[src/rtl/player_table.sv]
// Multi-seat poker table state: stacks, hole cards, fold/all-in flags, street bets and the shared pot.
// Single-cycle ops finish on the accepting edge (done/error next cycle); AWARD takes 1 + max(1,q) + NUM_PLAYERS cycles.
// cmd_ready is high only in IDLE; commands are held off for the whole award. Optional PLAYER_TABLE_CONSERVE_EN adds a chip-conservation monitor.
module player_table #(
   parameter int                 NUM_PLAYERS   = 4,
   parameter int                 STACK_W       = 16,
   parameter logic [STACK_W-1:0] DEFAULT_STACK = STACK_W'(500),
   parameter int                 SEAT_W        = $clog2(NUM_PLAYERS)
) (
   input  logic                                 clk,
   input  logic                                 player_reset,
   input  logic                                 cmd_valid,
   output logic                                 cmd_ready,
   input  logic [2:0]                           cmd_op,
   input  logic [SEAT_W-1:0]                    cmd_seat,
   input  logic [STACK_W-1:0]                   cmd_amount,
   input  logic [1:0][5:0]                      cmd_cards,
   input  logic [NUM_PLAYERS-1:0]               cmd_winners,
   output logic [NUM_PLAYERS-1:0][STACK_W-1:0]  stacks,
   output logic [NUM_PLAYERS-1:0][STACK_W-1:0]  street_bet,
   output logic [NUM_PLAYERS-1:0][1:0][5:0]     cards,
   output logic [NUM_PLAYERS-1:0]               folded,
   output logic [NUM_PLAYERS-1:0]               all_in,
   output logic [STACK_W-1:0]                   pot,
   output logic [STACK_W-1:0]                   max_street_bet,
   output logic                                 done,
   output logic                                 error
`ifdef PLAYER_TABLE_CONSERVE_EN
   ,
   output logic [STACK_W+SEAT_W:0]              total_chips,
   output logic                                 conserve_err
`endif
);

   localparam int IDX_W = $clog2(NUM_PLAYERS);
   localparam int SW1   = SEAT_W + 1;

   localparam logic [2:0] OP_SET_CARDS  = 3'd0;
   localparam logic [2:0] OP_BET        = 3'd1;
   localparam logic [2:0] OP_FOLD       = 3'd2;
   localparam logic [2:0] OP_AWARD      = 3'd3;
   localparam logic [2:0] OP_NEW_STREET = 3'd4;
   localparam logic [2:0] OP_NEW_HAND   = 3'd5;

   // Card encoding is {suit[1:0], rank[3:0]}, rank 2..14, suit 3 = spades.
   localparam logic [5:0] ACE_SPADES = 6'h3E;

   typedef enum logic [1:0] {S_IDLE, S_COUNT, S_DIVIDE, S_PAY} state_t;

   state_t                  state;
   logic [NUM_PLAYERS-1:0]  winners_q;
   logic [NUM_PLAYERS-1:0]  elig_q;
   logic [SW1-1:0]          n_q;
   logic [STACK_W-1:0]      rem_q;
   logic [STACK_W-1:0]      share_q;
   logic [IDX_W-1:0]        pay_idx;
   logic                    paid_q;

   logic [IDX_W-1:0]        seat_idx;
   logic                    seat_ok;
   logic [STACK_W-1:0]      cur_stack;
   logic [STACK_W-1:0]      bet_actual;
   logic [STACK_W:0]        pot_sum;
   logic                    reject;
   logic [NUM_PLAYERS-1:0]  elig_win;
   logic [SW1-1:0]          win_cnt;
   logic [STACK_W-1:0]      n_ext;
   logic [STACK_W-1:0]      div_next;
   logic [STACK_W-1:0]      pay_amt;
   logic [STACK_W:0]        pay_sum;

   assign cmd_ready = (state == S_IDLE);

   // Decode the offered command: target seat, clipped bet and reject conditions.
   always_comb begin
      seat_idx   = cmd_seat[IDX_W-1:0];
      seat_ok    = ({1'b0, cmd_seat} < SW1'(NUM_PLAYERS));
      cur_stack  = stacks[seat_idx];
      bet_actual = (cmd_amount < cur_stack) ? cmd_amount : cur_stack;
      pot_sum    = {1'b0, pot} + {1'b0, bet_actual};
      reject     = 1'b0;
      case (cmd_op)
         OP_SET_CARDS:  reject = !seat_ok;
         OP_BET:        reject = !seat_ok || folded[seat_idx] || all_in[seat_idx];
         OP_FOLD:       reject = !seat_ok || folded[seat_idx];
         OP_AWARD:      reject = ((cmd_winners & ~folded) == '0);
         OP_NEW_STREET: reject = 1'b0;
         OP_NEW_HAND:   reject = (pot != '0);
         default:       reject = 1'b1;
      endcase
   end

   // Award datapath: eligible-winner count, next division remainder and the current seat's payout.
   always_comb begin
      elig_win = winners_q & ~folded;
      win_cnt  = '0;
      for (int i = 0; i < NUM_PLAYERS; i++) begin
         win_cnt = win_cnt + SW1'(elig_win[i]);
      end
      n_ext    = STACK_W'(n_q);
      div_next = rem_q - n_ext;
      pay_amt  = share_q + (paid_q ? '0 : rem_q);
      pay_sum  = {1'b0, stacks[pay_idx]} + {1'b0, pay_amt};
   end

   // Largest chip count any seat has put in on this street.
   always_comb begin
      max_street_bet = '0;
      for (int i = 0; i < NUM_PLAYERS; i++) begin
         if (street_bet[i] > max_street_bet) max_street_bet = street_bet[i];
      end
   end

   // Command execution and the COUNT/DIVIDE/PAY award sequencer.
   always_ff @(posedge clk) begin
      if (player_reset) begin
         state      <= S_IDLE;
         pot        <= '0;
         street_bet <= '0;
         folded     <= '0;
         all_in     <= '0;
         winners_q  <= '0;
         elig_q     <= '0;
         n_q        <= '0;
         rem_q      <= '0;
         share_q    <= '0;
         pay_idx    <= '0;
         paid_q     <= 1'b0;
         done       <= 1'b0;
         error      <= 1'b0;
         for (int i = 0; i < NUM_PLAYERS; i++) begin
            stacks[i] <= DEFAULT_STACK;
            cards[i]  <= {ACE_SPADES, ACE_SPADES};
         end
      end else begin
         done  <= 1'b0;
         error <= 1'b0;
         case (state)
            S_IDLE: begin
               if (cmd_valid) begin
                  if (reject) begin
                     error <= 1'b1;
                  end else begin
                     case (cmd_op)
                        OP_SET_CARDS: begin
                           cards[seat_idx] <= cmd_cards;
                           done            <= 1'b1;
                        end
                        OP_BET: begin
                           stacks[seat_idx]     <= cur_stack - bet_actual;
                           street_bet[seat_idx] <= street_bet[seat_idx] + bet_actual;
                           pot                  <= pot_sum[STACK_W] ? '1 : pot_sum[STACK_W-1:0];
                           if (cur_stack == bet_actual) all_in[seat_idx] <= 1'b1;
                           done                 <= 1'b1;
                        end
                        OP_FOLD: begin
                           folded[seat_idx] <= 1'b1;
                           done             <= 1'b1;
                        end
                        OP_AWARD: begin
                           winners_q <= cmd_winners;
                           state     <= S_COUNT;
                        end
                        OP_NEW_STREET: begin
                           street_bet <= '0;
                           done       <= 1'b1;
                        end
                        OP_NEW_HAND: begin
                           street_bet <= '0;
                           folded     <= '0;
                           all_in     <= '0;
                           done       <= 1'b1;
                        end
                        default: ;
                     endcase
                  end
               end
            end
            S_COUNT: begin
               n_q     <= win_cnt;
               elig_q  <= elig_win;
               rem_q   <= pot;
               share_q <= '0;
               pay_idx <= '0;
               paid_q  <= 1'b0;
               state   <= S_DIVIDE;
            end
            S_DIVIDE: begin
               // Repeated subtraction; a single winner skips straight to the full pot.
               if (n_q == SW1'(1)) begin
                  share_q <= rem_q;
                  rem_q   <= '0;
                  state   <= S_PAY;
               end else if (rem_q >= n_ext) begin
                  rem_q   <= div_next;
                  share_q <= share_q + 1'b1;
                  if (div_next < n_ext) state <= S_PAY;
               end else begin
                  state <= S_PAY;
               end
            end
            S_PAY: begin
               if (elig_q[pay_idx]) begin
                  stacks[pay_idx] <= pay_sum[STACK_W] ? '1 : pay_sum[STACK_W-1:0];
                  paid_q          <= 1'b1;
               end
               if (pay_idx == IDX_W'(NUM_PLAYERS - 1)) begin
                  pot   <= '0;
                  done  <= 1'b1;
                  state <= S_IDLE;
               end else begin
                  pay_idx <= pay_idx + 1'b1;
               end
            end
            default: state <= S_IDLE;
         endcase
      end
   end

`ifdef PLAYER_TABLE_CONSERVE_EN
   localparam int TW = STACK_W + SEAT_W + 1;
   localparam logic [TW-1:0] TOTAL_RST = TW'(NUM_PLAYERS) * TW'(DEFAULT_STACK);

   logic [TW-1:0] chip_sum;
   logic          prev_idle;
   logic          sat_q;

   // Every chip on the table: all stacks plus the pot.
   always_comb begin
      chip_sum = TW'(pot);
      for (int i = 0; i < NUM_PLAYERS; i++) begin
         chip_sum = chip_sum + TW'(stacks[i]);
      end
   end

   // Flag any change of the chip total across two idle cycles unless a pot saturation just clipped it.
   always_ff @(posedge clk) begin
      if (player_reset) begin
         total_chips  <= TOTAL_RST;
         conserve_err <= 1'b0;
         prev_idle    <= 1'b1;
         sat_q        <= 1'b0;
      end else begin
         total_chips <= chip_sum;
         prev_idle   <= (state == S_IDLE);
         sat_q       <= (state == S_IDLE) && cmd_valid && !reject && (cmd_op == OP_BET) && pot_sum[STACK_W];
         if ((state == S_IDLE) && prev_idle && !sat_q && (total_chips != chip_sum)) conserve_err <= 1'b1;
      end
   end
`endif

endmodule

[config.mk]
export PLATFORM = sky130hd
export DESIGN_NAME = player_table
export DESIGN_NICKNAME = d
export VERILOG_FILES = /design/src/rtl/player_table.sv
export SDC_FILE = /design/constraint.sdc
export NUM_CORES = 1
export LEC_CHECK = 0
export BUFFER_PORTS_ARGS = -buffer_cell sky130_fd_sc_hd__buf_4
export CORE_ASPECT_RATIO = 1.1
export CORE_MARGIN = 3
export CORE_UTILIZATION = 41
export CTS_CLUSTER_SIZE = 20
export DETAILED_ROUTE_END_ITERATION = 10
export SYNTH_ARGS = -nofsm -noshare
export SYNTH_HDL_FRONTEND = slang
export SYNTH_SLANG_ARGS = --single-unit
export TNS_END_PERCENT = 30
[constraint.sdc]
create_clock -name clk -period 12.3 [get_ports clk]
set_input_delay 1.845 -clock clk [delete_from_list [all_inputs] [get_ports clk]]
set_output_delay 1.845 -clock clk [all_outputs]
set_load 0.05 [all_outputs]
==> results by stage, run 1 <==
Status:
- The flow ran to the end, and the final reports show no timing, DRC or antenna violations.

Synth:
- For this run, the number of Yosys warnings is 0.
- The share of synthesized area occupied by flip-flops and latches is 27.1%.
- In this run, synthesis produced a sequential element count of 250.
- sky130_fd_sc_hd__dfxtp_1 takes more of the synthesized area than any other cell.
- The post-synthesis net count is 2,477.
- Counting flops with a built-in enable in the synthesized netlist gives 0.
- The post-synthesis cell count is 2,274.
- The number of different library cells in the post-synthesis netlist is 85.
- The average instance in the mapped netlist occupies 8.11 sq um.
- The most frequent cell after synthesis is sky130_fd_sc_hd__nor2_1.
- In the synthesized netlist the async set-or-reset flop fraction comes to 0%.
- The cell area after technology mapping is 18,400 sq um.
- By area the synthesized netlist is led by sky130_fd_sc_hd__dfxtp_1 27%, sky130_fd_sc_hd__ha_1 11%, sky130_fd_sc_hd__mux4_2 6.2%.
- The commonest cells after synthesis are 254 x sky130_fd_sc_hd__nor2_1, 250 x sky130_fd_sc_hd__dfxtp_1, 178 x sky130_fd_sc_hd__nand2_1.
- The proportion of netlist area held by the largest area contributor is 27.1%.
- Among all flip-flop cells after synthesis, the most frequent one is sky130_fd_sc_hd__dfxtp_1.

Placed design:
- Port buffering added 258 buffers.
- The worst setup slack after placement is 2.41 ns.
- The routability congestion estimate from global placement is 0.944.
- Detailed placement ended at an HPWL of 52.3 mm.

Clock tree:
- The maximum buffer depth of the clock tree is 3.
- Clock-pin slew was measured on the worst setup and hold paths at 0.06 ns.
- TritonCTS built the clock tree.
- The number of clock buffers added by TritonCTS is 29.
- The later pin in the worst-skew pair is clocked with a latency of 0.58 ns.
- The count of H-tree levels built during CTS is 1.
- The clock tree root buffer cell is sky130_fd_sc_hd__clkbuf_16.
- Once the clock tree was built, the setup fixing pass inserted 0 buffers.
- The number of hold buffers added after cts is 0.
- In this run, post-CTS repair resized a total of 0 instances.
- The clock net in this run drives a total of 250 sinks.

Finish:
- Registers take 5000 sq um.
- The area overhead of the layout relative to synthesis is 18.0%.
- The net count of the finished layout is 2,658.
- The total area of multi-input combinational cells is 12,500 sq um.
- The count of fill cells added during filler insertion is 4,237.
- The post-route netlist has 18.8% of its cells at a drive strength greater than 1.

Floorplan:
- The die is 208 microns wide.
- The floorplan step defined a die boundary enclosing 47,600 sq um.
- The vertical die dimension is 228 microns.
- The floorplan step defined a core boundary enclosing 43,900 sq um.
- In this run the core area contains 80 standard-cell rows.
- The number of primary I/O pins is 259.
- The effective utilization at floorplan is 42.0%.

Global route:
- The first-pass GRT wire length is 107 mm.
- In the global route stage, met3 resource usage came out at 5.49%.
- The number of antenna violations at the first check in global routing is 3.
- Global routing consumed, over all layers together, 27.8% of the routing resources.
- Global routing used 35.1% of the available met1 tracks.
- The largest net degree at the start of global routing is 115.
- The via count of the first global-routing pass is 18,000.
- For this run, global-route usage on met2 was measured as 46.6%.
- The total overflow reported by the global router is 0.
- The layer flagged by global routing as most heavily used is met2.

Critical path:
- The data arrival time of the critical path is 8.71 ns.
- The worst setup path is captured at an output pin.
- The startpoint of the worst-slack reg-to-reg timing path is stacks[53].
- The critical path required time is 10.45 ns.
- The worst setup path is launched from a flip-flop.
- The critical path is of the reg2out type.
- The critical path starts at street_bet[15].
- The highest net fanout along the worst path is 31.

STA:
- The worst slew margin relative to its limit is 18.1%.
- Setup violations remaining at the end of the flow were counted as 0.
- The final-layout setup total negative slack is 0 ns.
- The worst setup skew after layout is 0.0213 ns.
- The count of pins over their slew limit was 0.
- The final critical-path required period is 10.56 ns.
- The top achievable clock speed is 0.0947 GHz.
- The worst path meets setup with 1.74 ns of slack.
- The final hold violation count was 0.
- Setup repair after global routing left no endpoint under its margin.
- The final clock period utilization by the worst path is 85.8%.
- At the pin with the least slew margin, the transition time is 1.22 ns.

Hold path:
- The tightest min-delay check is of the reg2reg type.
- The worst hold path begins at cards[12].

Detailed routing:
- The wire length reported by the detailed router is 69.8 mm.
- The number of DRC markers after the initial detailed-route iteration is 1,378.
- Detailed routing inserted a total of 18,600 vias.
- The count of nets left with antenna violations once routing finished came out at 0.
- The detailed-router iteration count before antenna repair is 6.
- In the routed layout, each cell is associated on average with a via count of 6.11.
- After detailed routing, the number of remaining DRC violations is 0.
- After detailed routing, the average wire length per cell comes to 22.9 microns.

Power:
- Power spread over the standard cell area amounts to 122 nW/um^2.
- In this run the static leakage power is 0.00908 uW.
- VDD sags by at most 0.000105 V.

Job:
- Max-cap violations in this run came to 0.
-- state kept, by name, indices dropped and copies added, names as in the netlist --
name,count
paid_q,1
elig_q,4
cards,48
folded,4
pay_idx,2
all_in,4
pot,16
winners_q,4
n_q,3
state,2
rem_q,16
done,1
error,1
stacks,64
street_bet,64
share_q,16
-- power breakdown --
group          internal, uW  switching (uW)
registers               837            44.8
logic                   287             568
clock network           545             376
-- routing by layer --
| metal | share of wire (%) | up-vias | routed length (microns) |
|---|---|---|---|
| met3 | 7.3 | 143 | 5100 |
| met5 | 0.037 | - | 26 |
| met4 | 4.1 | 4 | 2850 |
| li1 | - | 8754 | - |
| met2 | 47 | 743 | 32900 |
| met1 | 41 | 8989 | 29000 |
-- path summary, 6_finish.rpt --
check | slack [ns] | end | depth (start not counted)
max | 1.74 | max_street_bet[12] | 27
min | 0.46 | cards[12] | 2
max reg2reg | 6.16 | stacks[30] | 19
min reg2reg | 0.46 | cards[12] | 2
-- final cells by class --
type	count	share of cell area, %
clock buffer	40	3.89
multi-input combinational	1779	57.4
antenna	1	0.0115
tap	574	3.30
clock inverter	13	0.759
inverter	115	1.98
timing repair buffer	280	9.66
sequential	250	23.0
-- critical path, stage by stage (launching register included) --
cell	delay, ns
sky130_fd_sc_hd__dfxtp_1	0.37
sky130_fd_sc_hd__inv_1	0.07
sky130_fd_sc_hd__ha_1	0.30
sky130_fd_sc_hd__nand3_1	0.13
sky130_fd_sc_hd__or4_1	0.57
sky130_fd_sc_hd__a21oi_1	0.19
sky130_fd_sc_hd__or3_1	0.74
sky130_fd_sc_hd__and2_1	0.69
sky130_fd_sc_hd__o21ai_0	0.24
sky130_fd_sc_hd__inv_1	0.09
sky130_fd_sc_hd__ha_1	0.25
sky130_fd_sc_hd__a21oi_1	0.15
sky130_fd_sc_hd__a21boi_0	0.11
sky130_fd_sc_hd__o31ai_1	0.28
sky130_fd_sc_hd__o211a_1	0.32
sky130_fd_sc_hd__nor3b_1	0.11
sky130_fd_sc_hd__a211oi_2	0.82
sky130_fd_sc_hd__a21oi_1	0.21
sky130_fd_sc_hd__or2_1	0.29
sky130_fd_sc_hd__ha_1	0.31
sky130_fd_sc_hd__a2111oi_0	0.43
sky130_fd_sc_hd__a21oi_1	0.15
sky130_fd_sc_hd__o21a_1	0.18
sky130_fd_sc_hd__o21ai_0	0.22
sky130_fd_sc_hd__a31oi_2	0.13
sky130_fd_sc_hd__buf_4	0.26
sky130_fd_sc_hd__o31ai_1	0.26
sky130_fd_sc_hd__buf_4	0.25
-- per-stage QoR --
stage | cell area (sq um) | hold WS, ns | util [%] | cells | power [uW]
after global routing | 21800 | 0.490 | 49.5 | 3051 | 2780
final | 21800 | 0.459 | 49.5 | 3052 | 2660
after global placement | 20700 | 0.441 | 47.2 | 2998 | 1730
after CTS | 21800 | 0.460 | 49.5 | 3051 | 2660
after floorplan | 18400 | 0.432 | - | 2274 | 1500
after detailed placement | 20700 | 0.452 | 47.2 | 2998 | 1740
-- cells by family (layout without fill, tap and decap cells) --
family                   Yosys count  after routing  synth area share, %
multiplexers                      75             75                 7.62
other                              0              1                    0
AO/OA/AOI/OAI                    661            661                 24.5
adder cells (fa/ha/maj)          163            163                 11.3
XOR/XNOR                          57             57                 2.71
buffers and inverters            245            448                 5.30
AND/OR/NAND/NOR                  823            823                 21.4
flip-flops                       250            250                 27.1
-- layout by cell type (no fill, tap or decap), types with 40 or more instances in the layout --
master                    count
sky130_fd_sc_hd__a22oi_1     62
sky130_fd_sc_hd__a21oi_1    154
sky130_fd_sc_hd__nor2_1     254
sky130_fd_sc_hd__mux4_2      51
sky130_fd_sc_hd__xnor2_1     40
sky130_fd_sc_hd__nor3_1      50
sky130_fd_sc_hd__nand2_1    178
sky130_fd_sc_hd__inv_1      114
sky130_fd_sc_hd__dfxtp_1    250
sky130_fd_sc_hd__ha_1       156
sky130_fd_sc_hd__o21ai_0    156
sky130_fd_sc_hd__buf_4      280
sky130_fd_sc_hd__nand3_1    143
(Power assumes the default switching activity.)
==> run 2, diff against run 1 <==
--- a/config.mk
+++ b/config.mk
@@ -8,9 +8,10 @@
 export BUFFER_PORTS_ARGS = -buffer_cell sky130_fd_sc_hd__buf_4
 export CORE_ASPECT_RATIO = 1.1
 export CORE_MARGIN = 3
-export CORE_UTILIZATION = 41
+export CORE_UTILIZATION = 57
 export CTS_CLUSTER_SIZE = 20
 export DETAILED_ROUTE_END_ITERATION = 10
+export PLACE_DENSITY = 0.79
 export SYNTH_ARGS = -nofsm -noshare
 export SYNTH_HDL_FRONTEND = slang
 export SYNTH_SLANG_ARGS = --single-unit
==> results by stage, run 2 (synthesis results as in run 1) <==
Detailed routing:
- The post-detailed-route wirelength per cell is 22.7 microns.
- The detailed-router iteration count before antenna repair is 6.
- The number of nets still failing antenna checks after routing is 0.
- For this block, the routed nets add up to 65.5 mm of wire.
- The DRC violations left is 0.
- After the first detailed-routing iteration, the DRC count stood at 1,991.
- The total number of vias is 19,200.
- After detailed routing, the number of vias per cell comes to 6.65.

STA:
- The count of pins over their slew limit is 0.
- The final hold violation count was 0.
- The slew at the pin closest to its max-slew limit is 1.24 ns.
- Hold timing on the final database bottoms out at a slack of 0.453 ns.
- The top achievable clock speed is 0.0952 GHz.
- After layout, the worst path uses 85.4% of the clock period.
- For the final database, setup skew stands at 0.0126 ns.
- The total of endpoints with negative setup slack in the final report is 0.
- Once routing completed, OpenROAD measured the worst setup slack at 1.80 ns.
- Setup repair after global routing left no endpoint under its margin.
- The worst slew margin relative to its limit is 16.8%.
- Setup total negative slack on the finished layout was measured at 0 ns.
- The final critical-path required period is 10.50 ns.

Placed design:
- The count of buffers inserted at the top-level ports is 258.
- After detailed placement, the design holds a cell count of 2,843.
- The worst setup slack after placement is 2.63 ns.
- Summed over all nets, the half-perimeter wirelength after detailed placement is 47.7 mm.
- The routability congestion estimate from global placement is 0.985.

Clock tree:
- The root buffer cell chosen for the clock tree is sky130_fd_sc_hd__clkbuf_16.
- The total setup buffers inserted after CTS is 0.
- For this design, the CTS-stage hold fixing added 0 buffers.
- The clock sink count is 250.
- The TritonCTS clock tree is done.
- The clock network latency to the later pin of the worst-skew pair is 0.56 ns.
- The TritonCTS buffer count is 26.
- The count of H-tree levels built during CTS is 1.
- The longest clock path from root to sink contains 3 buffers.
- The register clock-pin slew on the reported worst setup and hold paths is 0.06 ns.
- Once the clock tree was built, the resizer swapped 0 gates to a different size.

Critical path:
- The capture point of the worst path is max_street_bet[9].
- Counting cells, the worst reg-to-reg path comes to 19.
- The data arrival time of the critical path is 8.66 ns.
- The highest net fanout along the worst path is 31.
- The worst setup path is captured at an output pin.
- The slowest stage of the critical path belongs to the cell sky130_fd_sc_hd__a211oi_2.
- The category of the critical setup timing path is reg2out.
- The worst register-to-register path begins at stacks[21].
- The critical path required time is 10.45 ns.
- The cell occurring most often along the worst timing path is sky130_fd_sc_hd__a21oi_1.
- The worst setup path startpoint is street_bet[14].
- STA classifies the critical path startpoint as a flip-flop.
- The endpoint identified for the worst register-to-register timing path is stacks[46].
- The reg2reg setup slack is 6.25 ns.
- On the worst path, the slowest cell contributes a delay of 0.82 ns.

Finish:
- The commonest non-fill, non-tap cell in the layout is sky130_fd_sc_hd__buf_4.
- Leaving out fill and tap cells, the most frequent cells in the layout are 279 x sky130_fd_sc_hd__buf_4, 254 x sky130_fd_sc_hd__nor2_1, 250 x sky130_fd_sc_hd__dfxtp_1.
- The final net count is 2,654.
- The post-route netlist has 18.2% of its cells at a drive strength greater than 1.
- The largest registers in the layout are stacks (64), street_bet (64), cards (48).
- The area overhead of the layout relative to synthesis is 15.9%.
- The number of standard cells in the layout, taps in and fillers out is 2,891.

Global route:
- The via count of the first global-routing pass came to 18,500.
- The first global-routing pass estimated 101 mm of wire.
- Entering global routing, the biggest net connects 115 pins.
- The total overflow reported by the global router is 0.
- Global routing used 36.4% of the available tracks.
- The number of antenna violations at the first check in global routing came to 3.

Floorplan:
- From left edge to right edge, the die measures 178 microns.
- After floorplanning, the core was sized to cover 31,700 sq um.
- The vertical die dimension is 195 microns.
- The floorplan has 68 rows.
- The initial utilization of the core area, before any placement, comes to 58.3%.
- The number of primary I/O pins is 259.
- The die covers 34,600 sq um.

Power:
- The clock network fraction of total power is 31.5%.
- The switching part of the total is 38.2%.
- The internal power of the cells totals 1570 uW.
- The standby leakage power is 0.00898 uW.
- The peak supply drop is 0.000114 V.
- Summed over all nets, the switching power comes to 967 uW.
- The total power consumption of the routed design is 2530 uW.
- Power spread over the standard cell area amounts to 119 nW/um^2.
- The power share of the combinational group is 33.7%.
- The share of total power dissipated in sequential elements is 34.8%.

Job:
- The reported max-cap violation count is 0.

Hold path:
- In this run the worst hold path is classified as reg2reg.

Status:
- The run finished with clean final reports.
-- run 2: cell count changes in the layout (fill, tap and decap cells not counted), moves of 2 or more --
cell / change
sky130_fd_sc_hd__a21oi_1: +2
sky130_fd_sc_hd__clkinv_2: -2
sky130_fd_sc_hd__nor2b_1: +2
sky130_fd_sc_hd__clkbuf_16: -3
sky130_fd_sc_hd__a21oi_2: -2
sky130_fd_sc_hd__nor2b_2: -2
sky130_fd_sc_hd__bufinv_16: -2
sky130_fd_sc_hd__clkbuf_1: +4
sky130_fd_sc_hd__clkbuf_8: -3
-- run 2: worst min path at each step --
| stage | startpoint | slack (ns) | end | depth (start not counted) |
|---|---|---|---|---|
| after floorplan | winners_q[2] | 0.43 | winners_q[2] | 2 |
| after global placement | winners_q[2] | 0.44 | winners_q[2] | 2 |
| after detailed placement | winners_q[2] | 0.45 | winners_q[2] | 2 |
| after CTS | winners_q[2] | 0.45 | winners_q[2] | 2 |
| after global routing | winners_q[2] | 0.48 | winners_q[2] | 2 |
| final | winners_q[2] | 0.45 | winners_q[2] | 2 |
-- run 2: power by group through the flow --
stage / clock network (uW) / registers, uW / logic, uW
2_1_floorplan: 0 / 913 / 590
3_3_place_gp: 0 / 896 / 809
3_5_place_dp: 0 / 897 / 827
4_1_cts: 797 / 879 / 832
5_1_grt: 825 / 884 / 923
6_report: 798 / 881 / 855
-- run 2: stage by stage --
stage                     cell area (sq um)  utilization, %
after floorplan                       18400               -
after global placement                20500            64.9
after detailed placement              20500            64.9
after CTS                             21400            67.5
after global routing                  21400            67.5
final                                 21400            67.5
-- run 2: layout make-up --
| class | count | area [sq um] |
|---|---|---|
| Fill cell | 2744 | 10300 |
| Multi-Input combinational cell | 1779 | 12500 |
| Tap cell | 420 | 526 |
| Inverter | 115 | 432 |
| Clock inverter | 9 | 90.1 |
| Clock buffer | 38 | 746 |
| Timing Repair Buffer | 279 | 2090 |
| Antenna cell | 1 | 2.50 |
| Sequential cell | 250 | 5000 |
-- run 2: per-layer routing --
metal | up-vias | global-route usage [%] | part of all wire [%]
met5 | - | 0 | 0.038
li1 | 8721 | - | -
met1 | 9153 | 45.5 | 38
met2 | 1116 | 58.2 | 46
met3 | 217 | 8.32 | 10
met4 | 4 | 19.2 | 5.8
-- run 2: worst max-delay path: cells and delay by family (launching register included) --
kind | cells | cell delay (ns)
and+or+nand+nor | 6 | 2.43
buffers and inverters | 4 | 0.68
DFF | 1 | 0.37
AOI/OAI and AO/OA | 14 | 3.73
adders and majority gates | 3 | 0.86
